File: src/rtl/sort_requester.sv
// rtl/sort_requester.sv - sorter traffic generator and result checker
// Issues LFSR or pattern operand words, waits for the sorter and checks order plus multiset.
module sort_requester #(
  parameter logic [31:0] SEED    = 32'h1,
  parameter int          TIMEOUT = 64
) (
  input  logic        clk_i,
  input  logic        rst_i,
  input  logic        run_i,
  input  logic        use_pattern_i,
  input  logic [31:0] pattern_i,
  output logic        start_clear_o,
  output logic [31:0] nums_o,
  input  logic        valid_i,
  input  logic [31:0] sorted_nums_i,
  output logic        busy_o,
  output logic [15:0] pass_cnt_o,
  output logic [15:0] fail_cnt_o,
  output logic        err_o,
  output logic        last_ok_o
);

  localparam logic [2:0] S_IDLE  = 3'd0;
  localparam logic [2:0] S_GEN   = 3'd1;
  localparam logic [2:0] S_REQ   = 3'd2;
  localparam logic [2:0] S_CHECK = 3'd3;
  localparam logic [2:0] S_CLEAR = 3'd4;

  localparam logic [31:0] LFSR_INIT = (SEED == 32'h0) ? 32'h1 : SEED;
  localparam logic [9:0]  TMO_LAST  = 10'(TIMEOUT - 1);

  logic [2:0]  state;
  logic [31:0] lfsr;
  logic [31:0] lfsr_next;
  logic [31:0] result;
  logic [9:0]  tmo_cnt;
  logic [3:0]  v;
  logic        mismatch;
  logic [3:0]  cnt_ops;
  logic [3:0]  cnt_res;
  logic        ordered;
  logic        hist_bad;
  logic        ok;
  logic        rec_en;
  logic        rec_ok;

  assign start_clear_o = (state == S_REQ) || (state == S_CHECK);
  assign busy_o        = (state != S_IDLE);

  // Galois step for x^32+x^22+x^2+x+1, shifting right
  assign lfsr_next = {1'b0, lfsr[31:1]} ^ (lfsr[0] ? 32'h8020_0003 : 32'h0);

  always_comb begin
    cnt_ops = 4'd0;
    cnt_res = 4'd0;
    ordered = 1'b1;
    for (int k = 0; k < 8; k++) begin
      cnt_ops = cnt_ops + {3'b000, (nums_o[4*k +: 4] == v)};
      cnt_res = cnt_res + {3'b000, (result[4*k +: 4] == v)};
    end
    for (int k = 0; k < 7; k++) begin
      if (result[4*k +: 4] > result[4*(k+1) +: 4]) ordered = 1'b0;
    end
    hist_bad = (cnt_ops != cnt_res);
    ok       = !mismatch && !hist_bad && ordered;
  end

  always_comb begin
    rec_en = 1'b0;
    rec_ok = 1'b0;
    case (state)
      S_REQ:   rec_en = !valid_i && (tmo_cnt == TMO_LAST);
      S_CHECK: begin
        rec_en = (v == 4'd15);
        rec_ok = ok;
      end
      S_CLEAR: rec_en = valid_i && (tmo_cnt == TMO_LAST);
      default: rec_en = 1'b0;
    endcase
  end

  always_ff @(posedge clk_i or posedge rst_i) begin
    if (rst_i) begin
      state    <= S_IDLE;
      nums_o   <= 32'h0;
      lfsr     <= LFSR_INIT;
      tmo_cnt  <= 10'd0;
      result   <= 32'h0;
      v        <= 4'd0;
      mismatch <= 1'b0;
    end else begin
      case (state)
        S_IDLE: begin
          if (run_i) state <= S_GEN;
        end
        S_GEN: begin
          // The issued word is the freshly stepped value, so SEED itself is never sent
          if (use_pattern_i) begin
            nums_o <= pattern_i;
          end else begin
            nums_o <= lfsr_next;
            lfsr   <= lfsr_next;
          end
          tmo_cnt <= 10'd0;
          state   <= S_REQ;
        end
        S_REQ: begin
          tmo_cnt <= tmo_cnt + 10'd1;
          if (valid_i) begin
            result   <= sorted_nums_i;
            v        <= 4'd0;
            mismatch <= 1'b0;
            state    <= S_CHECK;
          end else if (tmo_cnt == TMO_LAST) begin
            tmo_cnt <= 10'd0;
            state   <= S_CLEAR;
          end
        end
        S_CHECK: begin
          v <= v + 4'd1;
          if (hist_bad) mismatch <= 1'b1;
          if (v == 4'd15) begin
            tmo_cnt <= 10'd0;
            state   <= S_CLEAR;
          end
        end
        S_CLEAR: begin
          tmo_cnt <= tmo_cnt + 10'd1;
          if (!valid_i) begin
            state <= run_i ? S_GEN : S_IDLE;
          end else if (tmo_cnt == TMO_LAST) begin
            state <= S_IDLE;
          end
        end
        default: state <= S_IDLE;
      endcase
    end
  end

  always_ff @(posedge clk_i or posedge rst_i) begin
    if (rst_i) begin
      pass_cnt_o <= 16'h0;
      fail_cnt_o <= 16'h0;
      err_o      <= 1'b0;
      last_ok_o  <= 1'b0;
    end else if (rec_en) begin
      if (rec_ok) begin
        if (pass_cnt_o != 16'hFFFF) pass_cnt_o <= pass_cnt_o + 16'd1;
      end else begin
        if (fail_cnt_o != 16'hFFFF) fail_cnt_o <= fail_cnt_o + 16'd1;
      end
      err_o     <= err_o | !rec_ok;
      last_ok_o <= rec_ok;
    end
  end

endmodule

File: config.mk
export PLATFORM = sky130hd
export DESIGN_NAME = sort_requester
export DESIGN_NICKNAME = d
export VERILOG_FILES = /design/src/rtl/sort_requester.sv
export SDC_FILE = /design/constraint.sdc
export NUM_CORES = 1
export LEC_CHECK = 0
export ABC_AREA = 0
export BUFFER_PORTS_ARGS = -buffer_cell sky130_fd_sc_hd__buf_2
export CAP_MARGIN = 20
export CORE_ASPECT_RATIO = 1.2
export CORE_MARGIN = 1.5
export CORE_UTILIZATION = 45
export DETAILED_ROUTE_END_ITERATION = 12
export PLACE_DENSITY_LB_ADDON = 0.25
export SYNTH_ARGS = -nofsm -noshare
export SYNTH_HDL_FRONTEND = slang
export SYNTH_SLANG_ARGS = --single-unit
File: constraint.sdc
create_clock -name clk_i -period 8.9 [get_ports clk_i]
set_input_delay 2.225 -clock clk_i [delete_from_list [all_inputs] [get_ports clk_i]]
set_output_delay 2.225 -clock clk_i [all_outputs]
set_load 0.05 [all_outputs]
==> results.sh <==
export IMPL_status="finished clean"
export IMPL_rr_worst_depth=17
export IMPL_cts_buffer_depth=2
export IMPL_powerDensity_nw_per_um2=372
export IMPL_holdPathStages=1
export IMPL_cts_inserted_buffers=17
export IMPL_drtIter0Drc=281
export IMPL_gp_congestion=0.794
export IMPL_yosysTopAreaCell="dfrtp_1"
export IMPL_syn_inst=809
export IMPL_hold_viol=0
export IMPL_cts_root_buffer="clkbuf_16"
export IMPL_fin_crit_sh_pct=67.6
export IMPL_start_kind="flop"
export IMPL_syn_avg_cell_area_um2=10.1
export IMPL_drc=0
export IMPL_fin_crit_ps=6020
export IMPL_cpMostUsedCell="fa_1"
export IMPL_grt_antenna_before_repair=0
export IMPL_overflow=0
export IMPL_drt_antenna_violating_nets=0
export IMPL_ys_warn_count=0
export IMPL_yosysMostFrequentCell="dfrtp_1"
export IMPL_synth_seq_cells=148
export IMPL_syn_nets=924
export IMPL_grtUsageTotal_pct=20.2
export IMPL_numPlacedInstances=1131
export IMPL_grt_pass1_vias=5829
export IMPL_ys_types=52
export IMPL_cts_sinks=148
export IMPL_hold_class="reg -> reg"
export IMPL_hold_buffers=0
export IMPL_drive_above_1_share_pct=23.4
export IMPL_synthArstFlopShare_pct=100
export IMPL_ys_top_cells_by_count="147 x dfrtp_1, 87 x nand2_1, 80 x o21ai_0, 68 x xor2_1, 53 x inv_1"
export IMPL_num_rows=53
export IMPL_p_leak_uw=0.00484
export IMPL_rsz0062_at_grt="false"
export IMPL_path_clk_slew_ps=60
export IMPL_place_area_um2=9040
export IMPL_grt_max_degree=83
export IMPL_drt_wl_total_um=18500
export IMPL_via_per_inst=5.17
export IMPL_seqPwrFrac_pct=32.5
export IMPL_worst_ir_drop_vdd_uv=258
export IMPL_synthTopCellsByArea="dfrtp_1 45%, xor2_1 7.3%, ha_1 5.8%"
export IMPL_finalSetupViolations=0
export IMPL_antenna_cells=0
export IMPL_die_area_um2=19100
export IMPL_slew_viol_final=0
export IMPL_synth_main_ff_cell="dfrtp_1"
export IMPL_coreArea_um2=17700
export IMPL_switching_power_uw=1610
export IMPL_start_util_pct=46.3
export IMPL_dr_pass1_iters=4
export IMPL_htreeDepth=4
export IMPL_utilization_pct=54.2
export IMPL_clk_latency_ps=420
export IMPL_clockPowerShare_pct=19.3
export IMPL_port_buffers=136
export IMPL_io_pins=137
export IMPL_cts_setup_buffers=0
export IMPL_drv_cap=0
export IMPL_setup_tns_final_ps=0
export IMPL_relSlewSlack_pct=34.4
export IMPL_cp_max_fo=32
export IMPL_yosysSeqAreaShare_pct=45.2
export IMPL_design_area_um2=9600
export IMPL_worstPathRequired_ps=9210
export IMPL_grt_pass1_wl_um=30000
export IMPL_synth_top_cell_area_share_pct=44.8
export IMPL_totalPowerFinal_uw=3570
export IMPL_dieWidth_um=126
export IMPL_endpoint_kind="flop"
export IMPL_crit_arrival_ps=6320
export IMPL_cts_tree="done"
export IMPL_worst_pin_slew_ps=985
export IMPL_avgRoutedWirePerCell_um=15.9
export IMPL_swShare_pct=45.1
export IMPL_vias=6018
export IMPL_fin_nets=1045
export IMPL_dp_hpwl_um=13200
export IMPL_pwr_share_comb_pct=48.2
export IMPL_crit_path_cell_trace="xor2_1, nor4_1, fa_1, inv_1, fa_1, inv_1, fa_1, ha_1, inv_1, fa_1, xor2_1, nor3_2, nand4b_1, a211oi_2, nand4_2, nor2_1, mux2_2"
export IMPL_cpPeakStageDelay_ps=980
export IMPL_finClkSkew_ps=12.5
export IMPL_synth_edff_count=0
export IMPL_die_h_um=151
export IMPL_synth_area_um2=8200
export IMPL_post_cts_resized=0
export IMPL_intPower_uw=1960
export IMPL_max_freq_ghz=0.166
export IMPL_crit_type="reg -> reg"
export IMPL_crit_slowest_cell="dfrtp_1"
export IMPL_layoutNonFillerInstCount=1163
export IMPL_synthToLayoutAreaGrowth_pct=17.1
==> power groups by stage <==
stage	Combinational [µW]	Sequential [µW]	Clock, µW
global placement	1680	1170	0
finish	1720	1160	689
CTS	1740	1160	706
detailed placement	1730	1170	0
global route	1960	1190	741
floorplan	1230	1260	0
==> layer usage <==
| layer | GRT usage, % | up-vias | part of all wire, % | routed length (µm) |
|---|---|---|---|---|
| met3 | 4.27 | 27 | 3.4 | 625 |
| met1 | 26.4 | 2851 | 46 | 8550 |
| met5 | 0 | - | 0 | 0 |
| met4 | 8.05 | 0 | 2.5 | 469 |
| li1 | - | 3008 | - | - |
| met2 | 32.9 | 132 | 48 | 8820 |
==> critical path: cells and delay by family, from the launching register on <==
family          cells  cell delay (ps)
buf+inv             3              250
xor+xnor            2              330
flops               1              980
compound gates      1              200
simple gates        5             1840
mux                 1              370
fa+ha+maj           5             1920
==> cells in the final DEF, fill, tap and decap left out, drive strengths merged, types with 32 or more instances in the layout <==
master	instances
nand3	32
o21ai	80
ha	38
xor2	68
buf	140
inv	58
dfrtp	147
xnor2	37
mux2	37
nand2	87
==> cell families after synthesis <==
group / share of synthesized area (%)
flip-flops: 45.2
buffers and inverters: 4.47
AND/OR/NAND/NOR: 14.0
multiplexers: 8.74
AO/OA/AOI/OAI: 8.66
XOR/XNOR: 11.2
adder cells (fa/ha/maj): 7.75
==> path summary, 6_finish.rpt <==
kind,to,slack (ps),startpoint
max reg2reg,pass_cnt_o[1],2880,v[1]
max,pass_cnt_o[1],2880,v[1]
min reg2reg,pass_cnt_o[8],480,pass_cnt_o[8]
max in group asynchronous,v[0],5610,rst_i
min,pass_cnt_o[8],480,pass_cnt_o[8]
min in group asynchronous,lfsr[19],1940,rst_i
==> registers in the layout, summed over array words and instances, names as in the netlist <==
name / count
nums_o: 32
mismatch: 1
state: 3
v: 4
lfsr: 32
last_ok_o: 1
tmo_cnt: 10
fail_cnt_o: 16
result: 32
pass_cnt_o: 16
err_o: 1
==> cell type report <==
type	count	area, µm²
repair buffers	140	711
clock inverters	13	121
fillers	1632	8100
flip-flops and latches	148	3700
clock buffers	19	443
inverters	53	204
well taps	220	275
multi-input cells	570	4140
==> stage by stage <==
step                      hold WS, ps  setup WS, ps
after global routing              508          2400
final                             479          2880
after global placement            472          2970
after detailed placement          472          2840
after floorplan                   465          2700
after CTS                         485          2840
No activity file was read; power rests on OpenSTA's default activity.
